===== src/rtl/shared_reg_arbiter_if.sv =====
// Requester-side bus of the shared register arbiter: request/write/data in,
// grant status and the shared register value out.
interface shared_reg_arbiter_if #(
  parameter int unsigned WIDTH = 8,
  parameter int unsigned N_REQ = 4
);
  logic [N_REQ-1:0]       req;
  logic [N_REQ-1:0]       we;
  logic [N_REQ*WIDTH-1:0] d_bus;
  logic [N_REQ-1:0]       gnt;
  logic                   busy;
  logic [2:0]             owner;
  logic [WIDTH-1:0]       q;
  logic [WIDTH-1:0]       q_bar;
  logic                   timeout;

  modport slave (
    input  req, we, d_bus,
    output gnt, busy, owner, q, q_bar, timeout
  );

  modport master (
    output req, we, d_bus,
    input  gnt, busy, owner, q, q_bar, timeout
  );
endinterface


===== src/rtl/shared_reg_arbiter.sv =====
// Round-robin arbiter owning one shared WIDTH-bit register with a hold-time limit.
// Optional SHARED_REG_PRESET_EN adds a preset input selecting the reset value of q.
module shared_reg_arbiter #(
  parameter int unsigned WIDTH    = 8,
  parameter int unsigned N_REQ    = 4,
  parameter int unsigned HOLD_MAX = 8
) (
  input logic clk,
  input logic rst,
`ifdef SHARED_REG_PRESET_EN
  input logic preset,
`endif
  shared_reg_arbiter_if.slave bus
);

  localparam int unsigned IW = (N_REQ > 1) ? $clog2(N_REQ) : 1;
  localparam int unsigned HW = $clog2(HOLD_MAX);

  typedef enum logic [1:0] {IDLE, GRANT, RELEASE} state_t;

  state_t           state_q, state_d;
  logic [N_REQ-1:0] gnt_q, gnt_d;
  logic [2:0]       owner_q, owner_d;
  logic [IW-1:0]    ptr_q, ptr_d;
  logic [HW-1:0]    hold_q, hold_d;
  logic             timeout_q, timeout_d;
  logic [WIDTH-1:0] q_q, q_d;

  logic [IW-1:0]    own_idx;
  logic             own_req;
  logic [WIDTH-1:0] own_data;
  logic             found;
  logic [IW-1:0]    win;
  int unsigned      cand;

  assign own_idx  = owner_q[IW-1:0];
  assign own_req  = bus.req[own_idx];
  assign own_data = bus.d_bus[32'(own_idx)*WIDTH +: WIDTH];

  // Rotating-priority scan starting at ptr; first requester found wins.
  always_comb begin
    found = 1'b0;
    win   = '0;
    cand  = 0;
    for (int unsigned i = 0; i < N_REQ; i++) begin
      cand = (32'(ptr_q) + i) % N_REQ;
      if (!found && bus.req[IW'(cand)]) begin
        found = 1'b1;
        win   = IW'(cand);
      end
    end
  end

  always_comb begin
    state_d   = state_q;
    gnt_d     = gnt_q;
    owner_d   = owner_q;
    ptr_d     = ptr_q;
    hold_d    = hold_q;
    timeout_d = 1'b0;
    q_d       = q_q;
    case (state_q)
      IDLE: begin
        gnt_d = '0;
        if (found) begin
          gnt_d[win] = 1'b1;
          owner_d    = 3'(win);
          hold_d     = '0;
          state_d    = GRANT;
        end
      end
      GRANT: begin
        if (own_req && bus.we[own_idx]) q_d = own_data;
        hold_d = hold_q + 1'b1;
        if (!own_req) begin
          gnt_d   = '0;
          state_d = RELEASE;
        end else if (hold_q == HW'(HOLD_MAX - 1)) begin
          gnt_d     = '0;
          timeout_d = 1'b1;
          state_d   = RELEASE;
        end
      end
      RELEASE: begin
        gnt_d   = '0;
        ptr_d   = (own_idx == IW'(N_REQ - 1)) ? '0 : own_idx + 1'b1;
        state_d = IDLE;
      end
      default: state_d = IDLE;
    endcase
  end

  always_ff @(posedge clk) begin
    if (!rst) begin
      state_q   <= IDLE;
      gnt_q     <= '0;
      owner_q   <= '0;
      ptr_q     <= '0;
      hold_q    <= '0;
      timeout_q <= 1'b0;
`ifdef SHARED_REG_PRESET_EN
      q_q       <= preset ? '1 : '0;
`else
      q_q       <= '0;
`endif
    end else begin
      state_q   <= state_d;
      gnt_q     <= gnt_d;
      owner_q   <= owner_d;
      ptr_q     <= ptr_d;
      hold_q    <= hold_d;
      timeout_q <= timeout_d;
      q_q       <= q_d;
    end
  end

  assign bus.gnt     = gnt_q;
  assign bus.busy    = |gnt_q;
  assign bus.owner   = owner_q;
  assign bus.q       = q_q;
  assign bus.q_bar   = ~q_q;
  assign bus.timeout = timeout_q;

endmodule


===== src/flat_wrapper.sv =====
// flat-port wrapper written by rule: the top's interface ports become plain ports
module shared_reg_arbiter_flat 
#(
  parameter int unsigned WIDTH    = 8,
  parameter int unsigned N_REQ    = 4,
  parameter int unsigned HOLD_MAX = 8
)
  (clk, rst, bus_req, bus_we, bus_d_bus, bus_gnt, bus_busy, bus_owner, bus_q, bus_q_bar, bus_timeout);
  shared_reg_arbiter_if #(.WIDTH(WIDTH), .N_REQ(N_REQ)) bus_i ();
  input logic clk;
  input logic rst;
  input wire logic [$bits(bus_i.req)-1:0] bus_req;
  input wire logic [$bits(bus_i.we)-1:0] bus_we;
  input wire logic [$bits(bus_i.d_bus)-1:0] bus_d_bus;
  output wire logic [$bits(bus_i.gnt)-1:0] bus_gnt;
  output wire logic [$bits(bus_i.busy)-1:0] bus_busy;
  output wire logic [$bits(bus_i.owner)-1:0] bus_owner;
  output wire logic [$bits(bus_i.q)-1:0] bus_q;
  output wire logic [$bits(bus_i.q_bar)-1:0] bus_q_bar;
  output wire logic [$bits(bus_i.timeout)-1:0] bus_timeout;
  assign bus_i.req = bus_req;
  assign bus_i.we = bus_we;
  assign bus_i.d_bus = bus_d_bus;
  assign bus_gnt = bus_i.gnt;
  assign bus_busy = bus_i.busy;
  assign bus_owner = bus_i.owner;
  assign bus_q = bus_i.q;
  assign bus_q_bar = bus_i.q_bar;
  assign bus_timeout = bus_i.timeout;
  shared_reg_arbiter #(.WIDTH(WIDTH), .N_REQ(N_REQ), .HOLD_MAX(HOLD_MAX)) u_core (.clk(clk), .rst(rst), .bus(bus_i));
endmodule

===== config.mk =====
export PLATFORM = sky130hd
export DESIGN_NAME = shared_reg_arbiter_flat
export DESIGN_NICKNAME = d
export VERILOG_FILES = /design/src/rtl/shared_reg_arbiter_if.sv /design/src/rtl/shared_reg_arbiter.sv /design/src/flat_wrapper.sv
export SDC_FILE = /design/constraint.sdc
export NUM_CORES = 1
export LEC_CHECK = 0
export CORE_UTILIZATION = 36
export DETAILED_ROUTE_END_ITERATION = 10
export PLACE_DENSITY = 0.77
export SLEW_MARGIN = 20
export SYNTH_ARGS = -nofsm -noshare
export SYNTH_HDL_FRONTEND = slang
export SYNTH_SLANG_ARGS = --single-unit

===== constraint.sdc =====
create_clock -name clk -period 1.8 [get_ports clk]
set_clock_uncertainty 0.05 [all_clocks]
set_input_delay 0.54 -clock clk [delete_from_list [all_inputs] [get_ports clk]]
set_output_delay 0.54 -clock clk [all_outputs]
set_load 0.05 [all_outputs]

==> results.toml <==
[timing]
postLayoutSetupSlackWorst_ns = -0.08116
hold_viol_final = 0
fmaxAchievable_ghz = 0.5316
layout_min_cycle_time_ns = 1.881
rsz0062_at_grt = "true"
setup_viol = 1
finalMaxSlewViolations = 0
period_share = 1.045

[logic_synthesis]
yosys.area.top_type = "dfxtp_1"
synthCells = 141
yosysSeqAreaShare = 0.3203
synth.distinct_cells = 36
synth_seq_cells = 22
ys.warnings.count = 0
postSynthNetCount = 191
synth_top_cell_area_share = 0.3203
avgSynthCellArea_um2 = 9.752
synth_area_leaders = "dfxtp_1, mux4_2, ha_1"
syn-cell-area_um2 = 1375

[grt]
grt_pass1_wl_um = 6092
antenna_found_initial = 0
overflow = 0
grt_pass1_vias = 1318
grt_max_degree = 28
track_usage = 0.1919

[critical_path]
cp_max_fo = 2
crit_arrival_ns = 1.29
endpoint_kind = "primary output"
ff2ff_setup_slack_ns = 0.09
start_kind = "flop"
worstPathRequired_ns = 1.21
critPathKind = "flop to primary output"

[detailed_routing]
wl_per_cell_um = 13.90
firstDrtPassIters = 6
vias_per_cell = 5.094
drt-initial-drc-count = 27
totalWireLength_um = 3711
ant_nets = 0
vias = 1360
drc = 0

[finish]
nets = 270
multi_input_area_um2 = 863.3
areaGrowthSynthToFinish_pct = 81.89
final_common_cell = "clkdlybuf4s50_1"
final_util = 0.6832
n_antenna_cell = 0
final_layout_size_suffix_gt1_frac = 0.3242
layoutNonFillerInstCount = 267
layout_common_cells = "clkdlybuf4s50_1, buf_12, dfxtp_1"
fillers = 270
seq_area_um2 = 447.9

[floorplanning]
dieArea_um2 = 4071
row_count = 22
coreArea_um2 = 3661
io_pins = 67
die_w_um = 63.81
fp.dieH_um = 63.81
start_util = 0.3756

[pwr]
irDropWorstVdd_v = 0.0003854
power_density_nw_per_um2 = 775.6
p_leak_uw = 0.0009777

[placement]
placed_cells_incl_taps = 261
routabilityCongestion = 0.7925
portBuffers = 65
hpwl_um = 2911

[outcome]
status = "finished, violations left"
violations = "setup timing"

[clock_network]
worstSkewPairLatency_ns = 0.26
cts_max_path_buffers = 2
cts.root.buffer_cell = "clkbuf_8"
cts_hold_buf = 0
cts_buffers = 3
cts.clk_slew.worst_paths_ns = 0.08
clock-sinks = 22
cts_tree = "done"
htree_levels = 1

[run]
maxCapViolations = 0

[min_path]
hp-class = "flop to flop"
critical path, cell delays in order, from the launching register on:
cell and delay [ns]:
dfxtp_4 0.35, or4_4 0.51, buf_8 0.17
worst paths after layout:
path,depth (start not counted),endpoint,start
max reg2reg,4,u_core.bus.gnt[0],u_core.bus.owner[0]
min,2,u_core.hold_q[0],u_core.hold_q[0]
min reg2reg,2,u_core.hold_q[0],u_core.hold_q[0]
max,2,bus_busy,u_core.bus.gnt[1]
Yosys cell counts (all sizes together):
cell	number
buf	5
o21a	2
or3	1
o41ai	2
nand2b	2
conb	1
dfxtp	22
or2b	1
nor2	3
nor3	1
nand3	9
a21boi	2
o22ai	1
clkbuf	4
nand2	15
o22a	1
or4	2
mux2i	5
nand3b	1
a21oi	6
nor3b	1
nor4	2
mux4	10
and3b	1
nor2b	4
a32o	4
inv	11
o221ai	1
and2	2
ha	8
a32oi	2
o21ai	8
and4	1
cell type report:
| type | instances | share of cell area |
|---|---|---|
| repair buffers | 83 | 0.4067 |
| flip-flops and latches | 22 | 0.1791 |
| multi-input cells | 99 | 0.3452 |
| clock inverters | 1 | 0.01201 |
| well taps | 48 | 0.02401 |
| clock buffers | 3 | 0.01651 |
| inverters | 11 | 0.01651 |
power breakdown:
group | total, uW | internal [uW] | switching [uW]
Sequential | 580 | 533 | 46.8
Combinational | 893 | 470 | 423
Clock | 467 | 297 | 170
Total | 1940 | 1300 | 640
timing repair:
action | CTS | global route
buffers inserted | 2 | 0
setup endpoints to repair | 20 | 10
pin swaps | 2 | 3
resized for setup | 12 | 9
endpoints found under the hold margin | 0 | 0
cells by family after synthesis:
| family | share of synthesized area |
|---|---|
| other | 0.002727 |
| buffers and inverters | 0.06551 |
| adders and majority gates | 0.07280 |
| muxes | 0.2002 |
| DFF | 0.3203 |
| AOI/OAI and AO/OA | 0.1447 |
| and+or+nand+nor | 0.1938 |
metal layers:
layer / global-route usage / wire length (um) / vias to the layer above
met5: 0 / 0 / -
met4: 0.06818 / 57 / 0
met3: 0.02143 / 100 / 7
met2: 0.3178 / 1905 / 28
met1: 0.2570 / 1647 / 654
li1: - / - / 671
sequential cells by signal, summed over array words and instances (netlist names):
register / cells
u_core.bus.gnt: 4
u_core.bus.owner: 2
u_core.bus.q: 8
u_core.bus.timeout: 1
u_core.hold_q: 3
u_core.ptr_q: 2
u_core.state_q: 2
stage by stage:
step	total power, uW	cell area [um2]	hold slack, ns	TNS, ns	worst slack (ns)
finish	1940	2501	0.4335	-0.08116	-0.08116
global placement	1438	2404	0.4184	-7.122	-0.4306
global route	2033	2501	0.4724	-0.1227	-0.1227
detailed placement	1452	2404	0.4201	-7.434	-0.4461
CTS	1947	2506	0.4322	-0.08350	-0.08350
floorplan	1057	1385	0.4032	-0.3859	-0.09436
Power figures use the tool's default switching activity.
